<file path="src/rtl/alu_share_arb.sv">
// Round-robin arbiter that time-shares one external combinational ALU between two
// requesters and registers the result, giving every operation a one-cycle latency.
module alu_share_arb #(
  parameter int WIDTH = 32
) (
  input  logic             clk,
  input  logic             rst,
  input  logic [1:0]       req_valid,
  output logic [1:0]       req_ready,
  input  logic [3:0]       req_op0,
  input  logic [3:0]       req_op1,
  input  logic [WIDTH-1:0] req_a0,
  input  logic [WIDTH-1:0] req_a1,
  input  logic [WIDTH-1:0] req_b0,
  input  logic [WIDTH-1:0] req_b1,
  output logic [1:0]       resp_valid,
  input  logic [1:0]       resp_ready,
  output logic [WIDTH-1:0] resp_result,
  output logic             resp_zero,
  output logic [3:0]       alu_op,
  output logic [WIDTH-1:0] alu_left,
  output logic [WIDTH-1:0] alu_right,
  input  logic [WIDTH-1:0] alu_result,
  input  logic             alu_zero
);

  typedef enum logic {IDLE, HOLD} state_t;

  state_t           state_q, state_d;
  logic             own_q, own_d;
  logic             last_grant_q, last_grant_d;
  logic [WIDTH-1:0] resp_result_q, resp_result_d;
  logic             resp_zero_q, resp_zero_d;

  logic             free;
  logic             gnt_valid;
  logic             gnt_port;
  logic             grant_ok;

  // The held response slot frees up in the same cycle its handshake completes,
  // so a new request can be issued back-to-back.
  assign free     = (state_q == IDLE) | (resp_valid[own_q] & resp_ready[own_q]);
  assign grant_ok = free & gnt_valid & ~rst;

  always_comb begin
    gnt_valid = 1'b0;
    gnt_port  = 1'b0;
    case (req_valid)
      2'b01:   begin gnt_valid = 1'b1; gnt_port = 1'b0;          end
      2'b10:   begin gnt_valid = 1'b1; gnt_port = 1'b1;          end
      2'b11:   begin gnt_valid = 1'b1; gnt_port = ~last_grant_q; end
      default: begin gnt_valid = 1'b0; gnt_port = 1'b0;          end
    endcase
  end

  always_comb begin
    alu_op    = req_op0;
    alu_left  = req_a0;
    alu_right = req_b0;
    if (gnt_port) begin
      alu_op    = req_op1;
      alu_left  = req_a1;
      alu_right = req_b1;
    end
  end

  for (genvar gi = 0; gi < 2; gi++) begin : g_port
    assign req_ready[gi]  = grant_ok & (gnt_port == 1'(gi));
    assign resp_valid[gi] = (state_q == HOLD) & (own_q == 1'(gi));
  end

  always_comb begin
    state_d       = state_q;
    own_d         = own_q;
    last_grant_d  = last_grant_q;
    resp_result_d = resp_result_q;
    resp_zero_d   = resp_zero_q;
    if (grant_ok) begin
      // An accept wins over a simultaneous handshake: the slot simply reloads.
      state_d       = HOLD;
      own_d         = gnt_port;
      last_grant_d  = gnt_port;
      resp_result_d = alu_result;
      resp_zero_d   = alu_zero;
    end else if ((state_q == HOLD) && resp_ready[own_q]) begin
      state_d = IDLE;
    end
  end

  always_ff @(posedge clk) begin
    if (rst) begin
      state_q       <= IDLE;
      own_q         <= 1'b0;
      last_grant_q  <= 1'b1;
      resp_result_q <= '0;
      resp_zero_q   <= 1'b0;
    end else begin
      state_q       <= state_d;
      own_q         <= own_d;
      last_grant_q  <= last_grant_d;
      resp_result_q <= resp_result_d;
      resp_zero_q   <= resp_zero_d;
    end
  end

  assign resp_result = resp_result_q;
  assign resp_zero   = resp_zero_q;

endmodule

</file>
<file path="config.mk">
export PLATFORM = sky130hd
export DESIGN_NAME = alu_share_arb
export DESIGN_NICKNAME = d
export VERILOG_FILES = /design/src/rtl/alu_share_arb.sv
export SDC_FILE = /design/constraint.sdc
export NUM_CORES = 1
export LEC_CHECK = 0
export BUFFER_PORTS_ARGS = -buffer_cell sky130_fd_sc_hd__clkbuf_2
export CAP_MARGIN = 10
export CORE_AREA = 3 3 107 109
export CTS_BUF_LIST = sky130_fd_sc_hd__clkbuf_4
export DETAILED_ROUTE_END_ITERATION = 10
export DIE_AREA = 0 0 110 112
export PLACE_DENSITY_LB_ADDON = 0.3
export SYNTH_ARGS = -nofsm -noshare
export SYNTH_HDL_FRONTEND = slang
export SYNTH_SLANG_ARGS = --single-unit
export TNS_END_PERCENT = 100
</file>
<file path="constraint.sdc">
create_clock -name clk -period 1.5 [get_ports clk]
set_input_delay 0.075 -clock clk [delete_from_list [all_inputs] [get_ports clk]]
set_output_delay 0.075 -clock clk [all_outputs]
set_load 0.05 [all_outputs]
</file>
==> qor.txt <==
Post-layout nets: 676
drt pass-1 iters: 4
skew final: 0.01137 ns
YS warnings: 0
total grt overflow: 0
Die W: 110 µm
Port Buffer Count: 279
Internal Pwr Total: 2.470 mW
worst reg2reg path depth: 5
final setup TNS: -15.74 ns
# DRC: 0
worst setup margin: -0.2690 ns
CP required: 1.42 ns
max cap viols: 0
Initial Utilization: 0.1951
Power Dens Cells: 813.8 mW/mm²
first-pass GRT wire length: 15070 µm
TritonCTS clock tree: done
switching fraction of total power: 0.4210
commonest non-fill, non-tap cell in the layout: clkbuf_2
Synthesized Nets: 349
Clock Power Share: 0.121
crit path kind: flip-flop to primary output
TritonCTS Buffers: 5
final WL: 10430 µm
row cnt: 38
initial antenna violation count: 2
final instance area: 0.005243 mm²
number of global-route vias before repair: 3118
crit path DAT: 1.69 ns
crit end category: primary output
Hold Path Class: input port to flip-flop
Net Sw Power: 1.796 mW
GRT Resource Usage Total: 0.1543
Yosys reg bits: 36
Slew Viols, Final: 0
final setup fails: 70
Hold Path Stages: 3
largest net degree at the start of global routing: 34
CTS Buffer Depth: 2
fmax: 0.5653 GHz
dpl cells: 589
CTS root buf: clkbuf_4
endpoints failing hold: 0
htree depth: 2
Post-Syn Area: 0.002087 mm²
die height: 112 µm
placer congestion estimate: 0.7646
VDD IR max: 0.3885 mV
power share of the combinational group: 0.625
min Tclk post-route: 1.769 ns
clk_lat worst skew: 0.32 ns
sequential area share after synthesis: 0.3453
vias per cell: 4.332
Lkg Pwr: 2.697 nW
commonest non-fill, non-tap cells in the layout: 208 x clkbuf_2, 47 x mux2_4, 45 x buf_8
initial detailed-routing violation count: 119
Crit Path Max Fanout: 6
max_slew headroom: 0.8008
full die area: 0.01232 mm²
Post-DP Area: 0.003666 mm²
clk sinks: 36
Area Growth Syn to Fin: 151.2%
clk slew on worst S/H paths: 0.11 ns
Final period util: 1.179
Post-Place Setup Slack: -0.04484 ns
Avg WL per Cell: 16.19 µm
via count: 2790
post-route ant nets: 0
syn_area_per_cell: 11.99 µm²
startpoint types: flip-flop
fraction of layout cells with a size suffix above 1: 0.8347
failing checks: negative setup slack
core area: 0.01070 mm²
Slew @ Worst Pin: 0.3001 ns
Reg power frac: 0.254
RSZ-0062 raised after global routing: yes
synthesized instance count: 174
Distinct cells, synth: 23
status: finished with violations
Cell Count, Final, Fillers Out: 644
hpwl dp: 7008 µm
I/O pin cnt: 280
[state kept, by name, indices dropped and copies added, names as in the netlist]
name	cells
last_grant_q	1
resp_result	32
state_q	1
own_q	1
resp_zero	1
[metal layers]
metal,wire (µm),global-route usage,vias up
met5,0,0,-
met4,209,0.05403,0
met3,745,0.02725,16
met2,5712,0.2872,158
met1,3761,0.1713,1289
li1,-,-,1327
[logic make-up after synthesis]
logic type | synth area share
muxes | 0.3735
and+or+nand+nor | 0.03538
AOI/OAI and AO/OA | 0.1865
buffers and inverters | 0.05935
DFF | 0.3453
[what timing repair did]
| action | in CTS | in global routing |
|---|---|---|
| gates cloned | 3 | 2 |
| buffers inserted | 6 | 1 |
| endpoints found under the setup margin | 70 | 75 |
| hold endpoints to repair | 34 | 0 |
| gates resized for setup | 179 | 77 |
| hold buffers | 34 | 0 |
| pin swaps | 2 | 1 |
[power by group through the flow]
stage,registers [mW],clock network [mW],logic (mW)
2_1_floorplan,1.35,0,1.12
3_3_place_gp,1.10,0,1.89
3_5_place_dp,1.10,0,1.90
4_1_cts,1.08,0.551,2.48
5_1_grt,1.09,0.586,2.78
6_report,1.08,0.517,2.67
[metrics by stage]
| step | util | power [mW] | hold slack (ns) |
|---|---|---|---|
| finish | 0.4901 | 4.266 | 0.1912 |
| global route | 0.4901 | 4.458 | 0.2094 |
| CTS | 0.4691 | 4.112 | 0.1603 |
| detailed placement | 0.3427 | 3.001 | 0.3008 |
| global placement | 0.3427 | 2.992 | 0.2972 |
| floorplan | - | 2.471 | 0.2128 |
[area by class of cell]
cell class | count | area (µm²)
Antenna cell | 2 | 5.005
Timing Repair Buffer | 335 | 2839
Clock buffer | 6 | 45.04
Sequential cell | 36 | 723.2
Inverter | 2 | 7.507
Clock inverter | 2 | 11.26
Multi-Input combinational cell | 121 | 1436
Fill cell | 935 | 5455
Tap cell | 140 | 175.2
[synthesized netlist by cell type, drive strengths merged]
library cell	count	area (µm²)
clkbuf	1	3.750
nor2	2	7.510
a31o	1	8.760
o22ai	1	6.260
buf	13	102.6
nor3	3	15.01
mux2i	1	13.76
inv	2	7.510
a41oi	1	8.760
a22o	33	330.3
and2	3	20.02
a32o	1	10.01
and2b	1	7.510
nand2	2	7.510
mux2	68	765.7
nor3b	1	7.510
a211oi	1	20.02
dfxtp	36	720.7
a21oi	1	5.000
nor4b	1	8.760
clkdlybuf4s15	1	10.01
[path summary, 6_finish.rpt]
kind / start / end / slack (ns)
min reg2reg: resp_result[17] / resp_result[17] / 0.48
max reg2reg: own_q / resp_result[16] / 0.06
max: last_grant_q / alu_left[11] / -0.27
min: resp_ready[1] / own_q / 0.19
[worst max-delay path: stages (launching register included)]
cell       delay [ns]
dfxtp_2          0.34
nand2_2          0.05
and2_4           0.19
buf_12           0.14
clkbuf_16        0.16
mux2_4           0.32
buf_8            0.15
(Power assumes the default switching activity.)
